--- src/rtl/cia_sp_partner.sv ---
// Device-side partner for the 6526 CIA serial port (SP/CNT pair).
//
// Receive (dir=0): the CIA drives CNT and SP. SP is sampled MSB first on
// each synchronized CNT rising edge, and whole bytes are presented on rx_data
// with a single-cycle rx_valid pulse. If a partial byte stalls for TIMEOUT
// cycles, or dir rises, that partial byte is dropped and rx_err pulses.
//
// Transmit (dir=1): this block drives CNT and SP. Each accepted byte is
// shifted out MSB first. A bit is set up while CNT is low and is sampled by
// the CIA on the CNT rising edge.
//
// Ports:
//   clk, reset        single clock; asynchronous active-high reset
//   dir               0 = receive, 1 = transmit (applied only while tx idle)
//   cnt_in, sp_in     CNT/SP lines from the CIA (asynchronous)
//   cnt_out, sp_out   CNT/SP values driven by this block
//   cnt_oe, sp_oe     output enables for cnt_out/sp_out
//   tx_data/valid     byte to send, valid/ready handshake with tx_ready
//   rx_data           last received byte; rx_valid and rx_err are 1-cycle pulses
module cia_sp_partner #(
    parameter int unsigned CLK_DIV = 4,
    parameter int unsigned TIMEOUT = 1024
) (
    input  logic       clk,
    input  logic       reset,
    input  logic       dir,
    input  logic       cnt_in,
    input  logic       sp_in,
    output logic       cnt_out,
    output logic       sp_out,
    output logic       cnt_oe,
    output logic       sp_oe,
    input  logic [7:0] tx_data,
    input  logic       tx_valid,
    output logic       tx_ready,
    output logic [7:0] rx_data,
    output logic       rx_valid,
    output logic       rx_err
);

    localparam int unsigned DivW = $clog2(CLK_DIV);
    localparam int unsigned TmrW = $clog2(TIMEOUT + 1);
    localparam logic [DivW-1:0] DivLast = DivW'(CLK_DIV - 1);
    localparam logic [TmrW-1:0] TmrLast = TmrW'(TIMEOUT - 1);

    typedef enum logic [1:0] {StIdle, StSetup, StLow, StHigh} tx_state_e;

    // Synchronizers, preset to the idle-high line level
    logic cnt_s1_q, cnt_s2_q, cnt_prev_q;
    logic sp_s1_q, sp_s2_q;
    logic cnt_rise;

    tx_state_e       state_q, state_d;
    logic [DivW-1:0] div_q, div_d;
    logic [2:0]      bit_q, bit_d;
    logic [7:0]      tx_shift_q, tx_shift_d;
    logic            cnt_out_q, cnt_out_d;
    logic            sp_out_q, sp_out_d;
    logic            oe_q, oe_d;
    logic            tx_accept, div_done;

    logic [7:0]      rx_shift_q, rx_shift_d;
    logic [2:0]      rx_cnt_q, rx_cnt_d;
    logic [TmrW-1:0] tmr_q, tmr_d;
    logic [7:0]      rx_data_q, rx_data_d;
    logic            rx_valid_q, rx_valid_d;
    logic            rx_err_q, rx_err_d;
    logic            rx_active;

    assign cnt_rise  = cnt_s2_q & ~cnt_prev_q;
    assign tx_ready  = (state_q == StIdle) & dir & ~reset;
    assign tx_accept = tx_valid & tx_ready;
    assign div_done  = (div_q == DivLast);
    assign rx_active = ~dir & (state_q == StIdle);

    // Transmit FSM: SETUP, then 8 x (LOW, HIGH), with each phase CLK_DIV cycles long
    always_comb begin
        state_d    = state_q;
        div_d      = div_q;
        bit_d      = bit_q;
        tx_shift_d = tx_shift_q;
        cnt_out_d  = cnt_out_q;
        sp_out_d   = sp_out_q;
        oe_d       = oe_q;
        unique case (state_q)
            StIdle: begin
                // Enables follow dir here, so they fall one cycle after IDLE is reached
                oe_d      = dir;
                cnt_out_d = 1'b1;
                if (tx_accept) begin
                    state_d    = StSetup;
                    div_d      = '0;
                    bit_d      = '0;
                    tx_shift_d = tx_data;
                    sp_out_d   = tx_data[7];
                end
            end
            StSetup: begin
                oe_d = 1'b1;
                if (div_done) begin
                    div_d     = '0;
                    state_d   = StLow;
                    cnt_out_d = 1'b0;
                end else begin
                    div_d = div_q + 1'b1;
                end
            end
            StLow: begin
                if (div_done) begin
                    div_d     = '0;
                    state_d   = StHigh;
                    cnt_out_d = 1'b1;
                end else begin
                    div_d = div_q + 1'b1;
                end
            end
            StHigh: begin
                if (div_done) begin
                    div_d = '0;
                    if (bit_q == 3'd7) begin
                        state_d = StIdle;
                    end else begin
                        // The next bit goes out on the same edge as the falling edge of CNT
                        state_d    = StLow;
                        cnt_out_d  = 1'b0;
                        bit_d      = bit_q + 1'b1;
                        sp_out_d   = tx_shift_q[6];
                        tx_shift_d = {tx_shift_q[6:0], 1'b0};
                    end
                end else begin
                    div_d = div_q + 1'b1;
                end
            end
            default: state_d = StIdle;
        endcase
    end

    // Receiver: shift on CNT rising edges; drop a stalled or interrupted partial byte
    always_comb begin
        rx_shift_d = rx_shift_q;
        rx_cnt_d   = rx_cnt_q;
        tmr_d      = tmr_q;
        rx_data_d  = rx_data_q;
        rx_valid_d = 1'b0;
        rx_err_d   = 1'b0;
        if (!rx_active) begin
            rx_cnt_d = '0;
            tmr_d    = '0;
            rx_err_d = (rx_cnt_q != 3'd0);
        end else if (cnt_rise) begin
            // If an edge arrives on the cycle the timeout expires, the edge takes priority
            rx_shift_d = {rx_shift_q[6:0], sp_s2_q};
            rx_cnt_d   = rx_cnt_q + 1'b1;
            tmr_d      = '0;
            if (rx_cnt_q == 3'd7) begin
                rx_data_d  = {rx_shift_q[6:0], sp_s2_q};
                rx_valid_d = 1'b1;
            end
        end else if (rx_cnt_q != 3'd0) begin
            if (tmr_q == TmrLast) begin
                rx_cnt_d = '0;
                tmr_d    = '0;
                rx_err_d = 1'b1;
            end else begin
                tmr_d = tmr_q + 1'b1;
            end
        end else begin
            tmr_d = '0;
        end
    end

    always_ff @(posedge clk or posedge reset) begin
        if (reset) begin
            cnt_s1_q   <= 1'b1;
            cnt_s2_q   <= 1'b1;
            cnt_prev_q <= 1'b1;
            sp_s1_q    <= 1'b1;
            sp_s2_q    <= 1'b1;
            state_q    <= StIdle;
            div_q      <= '0;
            bit_q      <= '0;
            tx_shift_q <= '0;
            cnt_out_q  <= 1'b1;
            sp_out_q   <= 1'b1;
            oe_q       <= 1'b0;
            rx_shift_q <= '0;
            rx_cnt_q   <= '0;
            tmr_q      <= '0;
            rx_data_q  <= '0;
            rx_valid_q <= 1'b0;
            rx_err_q   <= 1'b0;
        end else begin
            cnt_s1_q   <= cnt_in;
            cnt_s2_q   <= cnt_s1_q;
            cnt_prev_q <= cnt_s2_q;
            sp_s1_q    <= sp_in;
            sp_s2_q    <= sp_s1_q;
            state_q    <= state_d;
            div_q      <= div_d;
            bit_q      <= bit_d;
            tx_shift_q <= tx_shift_d;
            cnt_out_q  <= cnt_out_d;
            sp_out_q   <= sp_out_d;
            oe_q       <= oe_d;
            rx_shift_q <= rx_shift_d;
            rx_cnt_q   <= rx_cnt_d;
            tmr_q      <= tmr_d;
            rx_data_q  <= rx_data_d;
            rx_valid_q <= rx_valid_d;
            rx_err_q   <= rx_err_d;
        end
    end

    assign cnt_out  = cnt_out_q;
    assign sp_out   = sp_out_q;
    assign cnt_oe   = oe_q;
    assign sp_oe    = oe_q;
    assign rx_data  = rx_data_q;
    assign rx_valid = rx_valid_q;
    assign rx_err   = rx_err_q;

endmodule
--- config.mk ---
export PLATFORM = sky130hd
export DESIGN_NAME = cia_sp_partner
export DESIGN_NICKNAME = d
export VERILOG_FILES = /design/src/rtl/cia_sp_partner.sv
export SDC_FILE = /design/constraint.sdc
export NUM_CORES = 1
export LEC_CHECK = 0
export ABC_CLOCK_PERIOD_IN_PS = 1600
export CORE_MARGIN = 5
export CORE_UTILIZATION = 45
export DETAILED_ROUTE_END_ITERATION = 7
export PLACE_DENSITY = 0.7
export SKIP_CTS_REPAIR_TIMING = 1
export SYNTH_ARGS = -nofsm -noshare
export SYNTH_HDL_FRONTEND = slang
export SYNTH_SLANG_ARGS = --single-unit
--- constraint.sdc ---
create_clock -name clk -period 1.6 [get_ports clk]
set_input_delay 0.16 -clock clk [delete_from_list [all_inputs] [get_ports clk]]
set_output_delay 0.16 -clock clk [all_outputs]
set_load 0.005 [all_outputs]
==> results.sh, run 1 <==
export IMPL_status="complete, but fails checks"
export IMPL_violations="negative setup slack"
export IMPL_track_usage_pct=13.5
export IMPL_synth_seq_cells=53
export IMPL_htree_levels=2
export IMPL_grt_max_degree=54
export IMPL_antenna_found_initial=0
export IMPL_worstPathMaxFanout=5
export IMPL_setup_viol=1
export IMPL_dp_hpwl_mm=2.78
export IMPL_port_buffers=28
export IMPL_root_buffer="clkbuf_8"
export IMPL_drt_wl_total_mm=4.13
export IMPL_start_kind="register"
export IMPL_ys_warn_count=0
export IMPL_dr_total_vias=1614
export IMPL_worstPathCellList="ha_2 -> ha_4 -> nand4b_1 -> o31ai_4 -> buf_6 -> buf_4 -> mux2i_1"
export IMPL_synthCells=208
export IMPL_worstSetupPathType="register to register"
export IMPL_rsz0062_at_grt="yes"
export IMPL_vias_per_cell=4.91
export IMPL_pwr_share_comb_pct=26.8
export IMPL_p_switching_mw=1.05
export IMPL_leakagePower_nw=1.35
export IMPL_fin_crit_ns=1.61
export IMPL_ys_seq_area_share_pct=58.1
export IMPL_fmaxAchievable_mhz=622
export IMPL_layout_nets=279
export IMPL_pwr_share_clk_pct=26.0
export IMPL_tritoncts="built"
export IMPL_drive_gt1_share_pct=23.6
export IMPL_coreArea_um2=5040
export IMPL_slew_violations=0
export IMPL_fin_ws_ns=-0.00874
export IMPL_place_congestion=0.800
export IMPL_end_kind="register"
export IMPL_post_route_util_pct=58.8
export IMPL_cts_buffer_depth=2
export IMPL_synthArstFlopShare_pct=100
export IMPL_layout_common_cells="46 x dfrtp_1, 35 x nand2_1, 27 x clkdlybuf4s50_1"
export IMPL_final_cells=329
export IMPL_drt_iter0_drc=98
export IMPL_clock_skew_ns=0.0129
export IMPL_p_seq_share_pct=47.2
export IMPL_post_place_ws_ns=-0.0339
export IMPL_die_y_um=81.4
export IMPL_syn_area_um2=2300
export IMPL_numCtsBuffers=5
export IMPL_slowest_delay_ns=0.41
export IMPL_cp_slowest_cell="dfrtp_1"
export IMPL_hold_class="input port to register"
export IMPL_diodes=0
export IMPL_dieArea_um2=6630
export IMPL_clkTransAtPathRegs_ns=0.10
export IMPL_hold_violations=0
export IMPL_worstSkewPairLatency_ns=0.31
export IMPL_final_common_cell="dfrtp_1"
export IMPL_syn_area_per_cell_um2=11.0
export IMPL_antenna_left=0
export IMPL_slew_headroom_pct=56.8
export IMPL_ys_flop_type="dfrtp_1"
export IMPL_syn_nets=229
export IMPL_tightest_slew_ns=0.648
export IMPL_drc=0
export IMPL_power_internal_mw=2.55
export IMPL_area_delta_synth_final_pct=29.1
export IMPL_synth_edf_count=0
export IMPL_arrival_ns=1.80
export IMPL_die_w_um=81.4
export IMPL_power_density_nw_per_um2=1220
export IMPL_pin_count=29
export IMPL_p_sw_share_pct=29.2
export IMPL_fin_crit_sh_pct=101
export IMPL_start_util_pct=45.5
export IMPL_grt_pass1_wl_mm=6.96
export IMPL_worstPathRequired_ns=1.79
export IMPL_grt_pass1_vias=1580
export IMPL_total_power_mw=3.60
export IMPL_first_pass_iters=4
export IMPL_wl_per_cell_um=12.6
export IMPL_cap_violations=0
export IMPL_grt_overflow=0
export IMPL_ir_drop_v=0.000744
export IMPL_cts_sinks=53
export IMPL_ys_types=34
export IMPL_num_rows=26
export IMPL_placedCellCount=314
## state kept, by name (all words and copies together) (netlist names), 2 cells and up
name,count
tmr_q,11
rx_data,8
rx_shift_q,7
tx_shift_q,7
bit_q,3
rx_cnt_q,3
div_q,2
state_q,2
## final timing paths
check	end	depth (start not counted)	slack (ns)	from
hold / removal	sp_s1_q$_DFF_PP1_	1	0.25	sp_in
setup reg to reg	bit_q[0]$_DFFE_PP0P_	7	-0.009	bit_q[0]$_DFFE_PP0P_
hold reg to reg	sp_s2_q$_DFF_PP1_	0	0.36	sp_s1_q$_DFF_PP1_
max in group asynchronous	rx_err$_DFF_PP0_	3	0.74	reset
min in group asynchronous	rx_data[1]$_DFFE_PP0P_	3	0.43	reset
setup / recovery	bit_q[0]$_DFFE_PP0P_	7	-0.009	bit_q[0]$_DFFE_PP0P_
## per-stage QoR
| step | hold slack (ns) | TNS [ns] | instance area, um2 |
|---|---|---|---|
| 6_report | 0.246 | -0.00874 | 2960 |
| 4_1_cts | 0.234 | -0.345 | 2870 |
| 2_1_floorplan | 0.164 | 0 | 2300 |
| 3_5_place_dp | 0.348 | -0.218 | 2750 |
| 3_3_place_gp | 0.346 | -0.0194 | 2750 |
| 5_1_grt | 0.217 | -0.651 | 2960 |
## cells by family (layout without fill, tap and decap cells)
group,Yosys count,after routing,share of synthesized area (%)
xor+xnor,6,6,2.29
simple gates,82,82,18.0
fa+ha+maj,7,7,3.81
compound gates,25,25,6.10
mux,18,18,8.39
buf+inv,17,68,3.27
flops,53,53,58.1
## critical path, delay by kind of cell, from the launching register on
kind                       cells  cell delay, ns
muxes                          1            0.05
AOI/OAI and AO/OA              1            0.15
and+or+nand+nor                1            0.27
DFF                            1            0.41
buffers and inverters          2            0.25
adders and majority gates      2            0.35
## power groups by stage
stage | logic [mW] | registers [mW] | clock network (mW)
after floorplan | 0.559 | 1.70 | 0
after global placement | 0.804 | 1.72 | 0
after detailed placement | 0.822 | 1.72 | 0
after CTS | 0.824 | 1.70 | 0.970
after global routing | 1.08 | 1.73 | 1.02
final | 0.967 | 1.70 | 0.936
## cell type report
cell class / count / area (um2)
clock buffers: 5 / 68.8
fillers: 434 / 2080
inverters: 10 / 41.3
repair buffers: 50 / 459
flip-flops and latches: 53 / 1340
multi-input cells: 138 / 922
well taps: 70 / 87.6
clock inverters: 3 / 50.0
## synth_stat cells (4+ instances only)
cell | number | area (um2)
nand3_1 | 7 | 35.0
dfrtp_1 | 46 | 1150
buf_2 | 6 | 30.0
nor2_1 | 18 | 67.6
ha_1 | 7 | 87.6
a21oi_1 | 12 | 60.1
dfstp_2 | 7 | 184
o21ai_0 | 8 | 40.0
inv_1 | 10 | 37.5
nand2_1 | 35 | 131
xnor2_1 | 4 | 35.0
mux2_2 | 10 | 113
mux2i_1 | 8 | 80.1
## layer usage
metal | vias to the layer above | part of all wire (%) | track usage [%] | wire length [um]
li1 | 794 | - | - | -
met1 | 778 | 44 | 16.4 | 1800
met2 | 40 | 51 | 23.5 | 2110
met3 | 2 | 4.4 | 3.62 | 181
met4 | 0 | 0.78 | 4.22 | 32
met5 | - | 0 | 0 | 0
No activity file was read; power rests on OpenSTA's default activity.
==> run 2, diff against run 1 <==
Settings changed: CTS_CLUSTER_DIAMETER set to 40.
==> results of run 2 <==
Final layout, timing and power as in run 1 (identical DEF).
